==> config.mk <==
export PLATFORM = sky130hd
export DESIGN_NAME = stopwatch_bcd_counter
export DESIGN_NICKNAME = d
export VERILOG_FILES = /design/src/rtl/stopwatch_bcd_counter.sv
export SDC_FILE = /design/constraint.sdc
export NUM_CORES = 1
export LEC_CHECK = 0
export CORE_MARGIN = 2
export CORE_UTILIZATION = 36
export DETAILED_ROUTE_END_ITERATION = 16
export HOLD_SLACK_MARGIN = 0.05
export MAX_ROUTING_LAYER = met4
export SLEW_MARGIN = 20
export SYNTH_ARGS = -nofsm -noshare
export SYNTH_HDL_FRONTEND = slang
export SYNTH_SLANG_ARGS = --single-unit
==> constraint.sdc <==
create_clock -name clk -period 4.49 [get_ports clk]
set_input_delay 0.6735 -clock clk [delete_from_list [all_inputs] [get_ports clk]]
set_output_delay 0.6735 -clock clk [all_outputs]
set_load 0.01 [all_outputs]
==> src/rtl/stopwatch_bcd_counter.sv <==
// SS.cc stopwatch that feeds a 4-digit BCD value to the 7-segment display driver.
// Build option: define LAP_HOLD_EN to add btn_lap and the lap/hold display freeze.

module sw_btn_path #(
    parameter int DEBOUNCE_CYC = 1_000_000
) (
    input  logic clk,
    input  logic rst_n,
    input  logic btn,
    output logic press
);
    localparam int CW = $clog2(DEBOUNCE_CYC + 1);

    logic [1:0]    sync;
    logic          level;
    logic [CW-1:0] cnt;

    // A new level is accepted only after the synced input has disagreed with
    // the current level for DEBOUNCE_CYC consecutive cycles.
    always_ff @(posedge clk or negedge rst_n) begin
        if (!rst_n) begin
            sync  <= '0;
            level <= 1'b0;
            cnt   <= '0;
            press <= 1'b0;
        end else begin
            sync  <= {sync[0], btn};
            press <= 1'b0;
            if (sync[1] == level) begin
                cnt <= '0;
            end else if (cnt == CW'(DEBOUNCE_CYC - 1)) begin
                cnt   <= '0;
                level <= sync[1];
                press <= sync[1];
            end else begin
                cnt <= cnt + CW'(1);
            end
        end
    end
endmodule

module stopwatch_bcd_counter #(
    parameter int TICK_DIV     = 1_000_000,
    parameter int DEBOUNCE_CYC = 1_000_000
) (
    input  logic        clk,
    input  logic        rst_n,
    input  logic        btn_start_stop,
    input  logic        btn_clear,
`ifdef LAP_HOLD_EN
    input  logic        btn_lap,
`endif
    output logic [15:0] bcd_out,
    output logic        running,
    output logic        wrap
);
    localparam int PW = $clog2(TICK_DIV);
`ifdef LAP_HOLD_EN
    localparam int NUM_BTN = 3;
`else
    localparam int NUM_BTN = 2;
`endif

    typedef enum logic [1:0] {S_IDLE, S_RUN, S_PAUSE} state_t;

    logic [NUM_BTN-1:0] btn_raw;
    logic [NUM_BTN-1:0] btn_press;
    state_t             state;
    logic [PW-1:0]      presc;
    logic [3:0][3:0]    cnt;
    logic [3:0][3:0]    cnt_inc;
    logic               carry;
    logic               tick;
    logic               ss;
    logic               clr;

`ifdef LAP_HOLD_EN
    assign btn_raw = {btn_lap, btn_clear, btn_start_stop};
`else
    assign btn_raw = {btn_clear, btn_start_stop};
`endif

    for (genvar i = 0; i < NUM_BTN; i++) begin : g_btn
        sw_btn_path #(.DEBOUNCE_CYC(DEBOUNCE_CYC)) u_btn (
            .clk   (clk),
            .rst_n (rst_n),
            .btn   (btn_raw[i]),
            .press (btn_press[i])
        );
    end

    assign ss   = btn_press[0];
    assign clr  = btn_press[1];
    assign tick = (state == S_RUN) && (presc == PW'(TICK_DIV - 1));

    // Ripple BCD increment; carry out of the top digit means 59.99 -> 00.00.
    always_comb begin
        cnt_inc = cnt;
        carry   = 1'b1;
        for (int i = 0; i < 4; i++) begin
            if (carry) begin
                if (cnt[i] == ((i == 3) ? 4'd5 : 4'd9)) begin
                    cnt_inc[i] = 4'd0;
                end else begin
                    cnt_inc[i] = cnt[i] + 4'd1;
                    carry      = 1'b0;
                end
            end
        end
    end

    always_ff @(posedge clk or negedge rst_n) begin
        if (!rst_n) begin
            state   <= S_IDLE;
            running <= 1'b0;
            presc   <= '0;
            cnt     <= '0;
            wrap    <= 1'b0;
        end else begin
            wrap <= tick && carry;
            if (tick) cnt <= cnt_inc;
            case (state)
                S_IDLE: begin
                    if (ss) begin
                        state   <= S_RUN;
                        running <= 1'b1;
                        presc   <= '0;
                    end
                end
                S_RUN: begin
                    presc <= tick ? '0 : presc + PW'(1);
                    if (ss) begin
                        state   <= S_PAUSE;
                        running <= 1'b0;
                    end
                end
                S_PAUSE: begin
                    // Prescaler holds here so the partial tick survives a pause.
                    if (clr) begin
                        state <= S_IDLE;
                        cnt   <= '0;
                        presc <= '0;
                    end else if (ss) begin
                        state   <= S_RUN;
                        running <= 1'b1;
                    end
                end
                default: begin
                    state   <= S_IDLE;
                    running <= 1'b0;
                end
            endcase
        end
    end

`ifdef LAP_HOLD_EN
    logic        hold;
    logic [15:0] snap;

    always_ff @(posedge clk or negedge rst_n) begin
        if (!rst_n) begin
            hold <= 1'b0;
            snap <= '0;
        end else begin
            if (btn_press[2]) begin
                if (state == S_RUN) begin
                    hold <= !hold;
                    if (!hold) snap <= cnt;
                end else if (hold) begin
                    hold <= 1'b0;
                end
            end
            // Clearing back to IDLE always releases a frozen display.
            if (state == S_PAUSE && clr) hold <= 1'b0;
        end
    end

    assign bcd_out = hold ? snap : cnt;
`else
    assign bcd_out = cnt;
`endif
endmodule

# Word level (Yosys, flattened, before mapping)
# Cells that the tools add are included.
[word_totals] out_inout_bits=18 register_bits=88 word_cells=85 inputBits=4
[classes] addsub=7 muxes=37 eq_ne=15 n_reduce_logical=8 n_bitwise=2
[ops] op="2-to-1 mux 20 bit" n=7
[ops] op="adder 20 x 1 -> 20 bit (second input constant)" n=3
[ops] op="equality test 20 bit (second input constant)" n=3
[ops] op="one-hot mux 20 bit (3 select lines)" n=1
[ops] op="2-to-1 mux 16 bit" n=3
[ops] op="2-to-1 mux 4 bit" n=7
[ops] op="adder 4 x 1 -> 4 bit (second input constant)" n=4
[ops] op="2-to-1 mux 1 bit" n=14
[ops] op="equality test 4 bit (second input constant)" n=3
[ops] op="2-to-1 mux 2 bit" n=3
[ops] op="!= test 2 x 1 -> 1 bit (second input constant)" n=3
[ops] op="one-hot mux 2 bit (3 select lines)" n=1
[ops] op="AND reduction 2 bit" n=3
[ops] op="equality test 4 x 3 -> 1 bit (second input constant)" n=1
[ops] op="one-hot mux 1 bit (3 select lines)" n=1
[ops] op="AND reduction 3 bit" n=1
[ops] op="nonzero test 3 bit" n=1
[ops] op="equality test 1 bit" n=2
[ops] op="equality test 2 x 1 -> 1 bit (second input constant)" n=1
[ops] op="equality test 2 bit (second input constant)" n=1
[ops] op="logical AND 1 bit" n=2
[ops] op="zero test 2 bit" n=1
[ops] op="!= test 2 bit (second input constant)" n=1
[ops] op="inverter 1 bit" n=2

# Longest topological paths before layout
[depth] word_depth=8 depth_mapped=8 ltp_nobuf=6

# Cells and area by module
# From an unflattened synthesis, not the netlist that was laid out.
[unflattened] hier_cells=472 hier_area_um2=4495.6
[modules_own_cells] mod="sw_btn_path" n_inst=2 cells_per_inst=116 area_each_um2=1136.1
[modules_own_cells] mod="stopwatch_bcd_counter" n_inst=1 cells_per_inst=240 area_each_um2=2223.4

# Worst setup path after synthesis
# No wires, ideal clock.
[synth_timing] kind="register to register" startpoint="register g_btn[1].u_btn.cnt[0]" endpoint="register g_btn[1].u_btn.cnt[10]" synth_period_minus_slack_ns=1.848 t_arrival_ns=1.729 path_stages_with_launch=8 required_ns=4.371 setup_ns=0.119 setup_slack_ns=2.642 cell_sequence="dfrtp_1 ha_1 and4_1 nand2_1 or3_1 nand2_1 buf_4 nor2_1"
[synth_between] elab_chain_len=3
[synth_rtl] element="start, declared" line_no="16" source="logic [CW-1:0] cnt;"
[synth_rtl] element="start signal, assigned" line_no="36" source="cnt <= cnt + CW'(1);"
[synth_rtl] element="adder 20 x 1 -> 20 bit or equality test 20 bit (tied branches)" line_no="36, 31"
[synth_rtl] element="2-to-1 mux 20 bit (*)" line_no="31" source="end else if (cnt == CW'(DEBOUNCE_CYC - 1)) begin"
[synth_rtl] element="2-to-1 mux 20 bit (*)" line_no="29" source="if (sync[1] == level) begin"
# Every way passes the cells marked *; elsewhere a longest branch is shown, timed or not.
# A chain may end at the register's enable or synchronous reset.

# Final worst setup path
[layout_timing] startpoint="register presc[0]" endpoint="register presc[16]"
[layout_between] elab_chain_len=4
[layout_rtl] element="start, declared" line_no="69" source="logic [PW-1:0] presc;"
[layout_rtl] element="start signal, assigned" line_no="131" source="presc <= tick ? '0 : presc + PW'(1);"
[layout_rtl] element="branches (longest 2 deep; another with adder 20 x 1 -> 20 bit)"
[layout_rtl] element="2-to-1 mux 20 bit (*)" line_no="131"
[layout_rtl] element="one-hot mux 20 bit (3 select lines) (*)" line_no="122" source="case (state)"
# Mark *: on every way between the ends.

==> flow_summary.rst <==
.. list-table::
   :header-rows: 1

   * - Metric
     - Value
   * - Mux cell area share after synthesis
     - 0.01876
   * - Largest delay contributor family on the critical path
     - compound AO/OA/AOI/OAI gates
   * - Std-Cell Rows
     - 40
   * - Area fraction in compound gates after synthesis
     - 0.07673
   * - Actual slew at the worst max-slew pin
     - 0.9044 ns
   * - Critical Path End Type
     - flip-flop
   * - Largest area contributor in the netlist
     - dfrtp_1
   * - Worst reg2reg endpoint
     - presc[16]
   * - Vert. Die Dim
     - about 120 um
   * - Portion of the post-synthesis area used by sequential elements
     - 0.4929
   * - Reg-to-reg critical path startpoint
     - presc[0]
   * - Worst reg2reg setup slack
     - 2.27 ns
   * - Syn. warnings
     - 0
   * - Number of enable-type register cells in the synthesized netlist
     - 0
   * - Largest clock skew in the final design
     - 0.009067 ns
   * - Total instance count after detailed placement
     - 622
   * - Worst setup slack after layout
     - approximately 2.3 ns
   * - Flop and latch count out of synthesis
     - 88
   * - Largest vdd supply drop
     - roughly 180 uV
   * - Area share of fa/ha/maj cells after synthesis
     - 0.008401
   * - Clock network latency to the later pin of the worst-skew pair
     - 0.34 ns
   * - Average wire per cell in the routed design
     - 13.08 um
   * - Mapped Nets
     - 454
   * - Cell depth of the worst flop-to-flop path
     - 6
   * - Setup violations, final
     - 0
   * - Power Dens Cells
     - 312.8 nW/um^2
   * - Area of the mapped netlist
     - 4468 sq um
   * - Sum of overflow across all layers after global routing
     - 0
   * - TritonCTS buffer count
     - 9
   * - Post-synthesis instance total
     - 447
   * - Number of DRC markers after the initial detailed-route iteration
     - 208
   * - Die span in x
     - 115.4 um
   * - Number of nets with antenna violations after routing
     - 0
   * - Vias per cell
     - 5.125
   * - Instance area after placement
     - 4792 sq um
   * - Time the final worst path needs with I/O delays and setup
     - 2.215 ns
   * - Total Wirelength
     - between 8000 and 9000 um
   * - CTS tree
     - done
   * - Place WS
     - 1.946 ns
   * - Type of the setup path with the least slack
     - reg -> reg
   * - Area share of xor/xnor cells in the synthesized design
     - 0.09801
   * - Share of synthesized flip-flops with an asynchronous set or reset
     - 1.000
   * - Die outline area
     - 13,320 sq um
   * - Fraction of layout cells with a size suffix above 1
     - 0.07021
   * - Cell with the biggest individual delay on the critical path
     - a21boi_4
   * - GRT Overall Usage
     - 0.1400
   * - Outcome
     - finished clean
   * - Setup crit end
     - presc[16]
   * - Number of maximum-capacitance constraint violations
     - 0
   * - Startpoint types
     - flip-flop
   * - Share of the cycle needed by the critical path after routing
     - 0.4934
   * - Synthesized area per cell
     - about 10 sq um
   * - Maximum net fanout on the critical path
     - 31
   * - Endpoint arrival time on the critical path
     - ~2.5 ns
   * - RSZ-0062 raised after global routing
     - no
   * - First-pass GRT wire length
     - 14,600 um
   * - Number of setup buffers added after CTS
     - 0
   * - Gpl congestion
     - 0.7827
   * - Class of the tightest hold or removal check
     - reg -> reg
   * - Buffers from clock root to sink, at most
     - 2
   * - Distinct cells, synth
     - 48
   * - Combinational family with the most area after synthesis
     - simple AND/OR/NAND/NOR gates
   * - Post-route cell area
     - 5107 sq um
   * - Number of diodes added for antenna fixing
     - 0
   * - Number of hold-slack violations in the final timing report
     - 0
   * - Bufs and invs on worst path
     - 0
   * - Count of unresolved DRC violations after routing
     - 0
   * - Total Nets Final
     - 472
   * - Max Fclk
     - between 0.4 and 0.5 GHz
   * - Slew Viols, Final
     - 0
   * - Via count
     - ~3,300
   * - Top post-synthesis cells by area
     - dfrtp_1, xor2_1, nor2_1
   * - Count of buffers inserted at the top-level ports
     - 21
   * - Antenna violations before repair
     - 0
   * - Router iterations before antenna repair
     - 4
   * - Count of placed standard cells in the final layout, fillers left out
     - 638
   * - Num Clock Sinks
     - 88
   * - Vias in the first global route
     - 3,058
   * - Setup TNS after final layout
     - 0 ns
   * - Pin count of the biggest net entering global routing
     - 60
   * - Commonest register cell after synthesis
     - dfrtp_1
   * - Normalized max-slew margin
     - 0.3925
   * - Area growth from synthesis to layout
     - 14.31%
   * - Resize count post-CTS
     - 0
   * - Launch point of the worst path
     - presc[0]
   * - Leakage component of the power
     - 2.205 nW
   * - CTS root buffer
     - clkbuf_16
   * - Hold-fix buffers at CTS
     - 0
   * - Final cell utilization of the core
     - 0.4234
   * - Stages on worst setup path
     - 6
   * - Core outline area
     - 12,060 sq um
   * - Cell breakdown of the critical path
     - ha_1 > and3_1 > and4_4 > a21boi_4 > a41oi_1 > a31oi_1
   * - CTS H-tree lvls
     - 3
   * - WP data required
     - 4.74 ns
   * - Total power of the final layout
     - 1.597 mW
   * - Simple-gate portion of the synthesized area
     - 0.2750
   * - Area share of the largest cell type after synthesis
     - 0.4929
   * - Post-detailed-placement half-perimeter wirelength
     - 5516 um
   * - Biggest cell delay along the critical path
     - roughly 0.62 ns
   * - Effective utilization at floorplan
     - 0.3704
   * - Clk slew on worst S/H paths
     - approximately 0.070 ns
   * - Final hold slack
     - 0.3516 ns
   * - Number of placed I/O pins
     - 22
## how the worst min path moves through the flow
stage | endpoint | cells past startpoint | startpoint
floorplan | g_btn[0].u_btn.sync[1] | 0 | g_btn[0].u_btn.sync[0]
global placement | g_btn[1].u_btn.sync[1] | 0 | g_btn[1].u_btn.sync[0]
detailed placement | g_btn[0].u_btn.sync[1] | 0 | g_btn[0].u_btn.sync[0]
CTS | g_btn[0].u_btn.sync[1] | 0 | g_btn[0].u_btn.sync[0]
global route | g_btn[1].u_btn.sync[1] | 0 | g_btn[1].u_btn.sync[0]
finish | g_btn[1].u_btn.sync[1] | 0 | g_btn[1].u_btn.sync[0]
## cell usage in the layout (no fill, tap or decap), types with 11 or more instances in the layout
master	netlist	routed
nor2_1	61	61
clkdlybuf4s50_1	0	20
and2_1	11	11
nand4_1	20	20
nand3_1	27	27
nand2_1	31	31
a31oi_1	16	16
and3_1	19	19
xnor2_1	18	18
dfrtp_1	88	88
xor2_1	32	32
o21ai_0	11	11
a21oi_1	16	16
## registers in the layout, summed over array words and instances, names as in the netlist
| register | flops |
|---|---|
| g_btn.u_btn.press | 2 |
| bcd_out | 16 |
| g_btn.u_btn.cnt | 40 |
| state | 2 |
| presc | 20 |
| wrap | 1 |
| g_btn.u_btn.sync | 4 |
| running | 1 |
| g_btn.u_btn.level | 2 |
## metal layers
| layer | share of wire | GRT usage | vias to the layer above | routed length, um |
|---|---|---|---|---|
| li1 | - | - | 1625 | - |
| met1 | 0.50 | 0.1853 | 1597 | 4194 |
| met2 | 0.46 | 0.2129 | 40 | 3815 |
| met3 | 0.029 | 0.03532 | 8 | 242 |
| met4 | 0.011 | 0.04096 | 0 | 93 |
| met5 | 0 | - | - | 0 |
## Yosys cell counts, drive strengths merged (4+ instances only)
| library cell | number |
|---|---|
| a21oi | 16 |
| o21ai | 12 |
| mux2i | 5 |
| nor2 | 61 |
| nor4 | 5 |
| buf | 12 |
| and2 | 13 |
| nor3b | 4 |
| xnor2 | 18 |
| nand2b | 4 |
| and3 | 20 |
| nand2 | 31 |
| nor3 | 4 |
| a31oi | 16 |
| nor4b | 4 |
| inv | 7 |
| nand4 | 21 |
| a41oi | 4 |
| dfrtp | 88 |
| nand3 | 27 |
| and4 | 10 |
| xor2 | 32 |
## power by group
part / internal, mW / switching (mW)
registers: 0.799 / 0.00629
logic: 0.00754 / 0.0244
clock network: 0.459 / 0.301
total: 1.27 / 0.332
## cell type report
cell class,count,area (sq um)
inverter,7,26.28
clock buffer,11,252.7
clock inverter,5,55.05
sequential,88,2202
timing repair buffer,23,222.7
multi-input combinational,336,2138
tap,168,210.2
fill,1167,6954
## kinds of logic (layout without fill, tap and decap cells)
kind of cell,count (synthesis),in the layout
mux,8,8
buf+inv,23,46
xor+xnor,50,50
simple gates,220,220
compound gates,55,55
fa+ha+maj,3,3
flops,88,88
No activity file was read; power rests on OpenSTA's default activity.
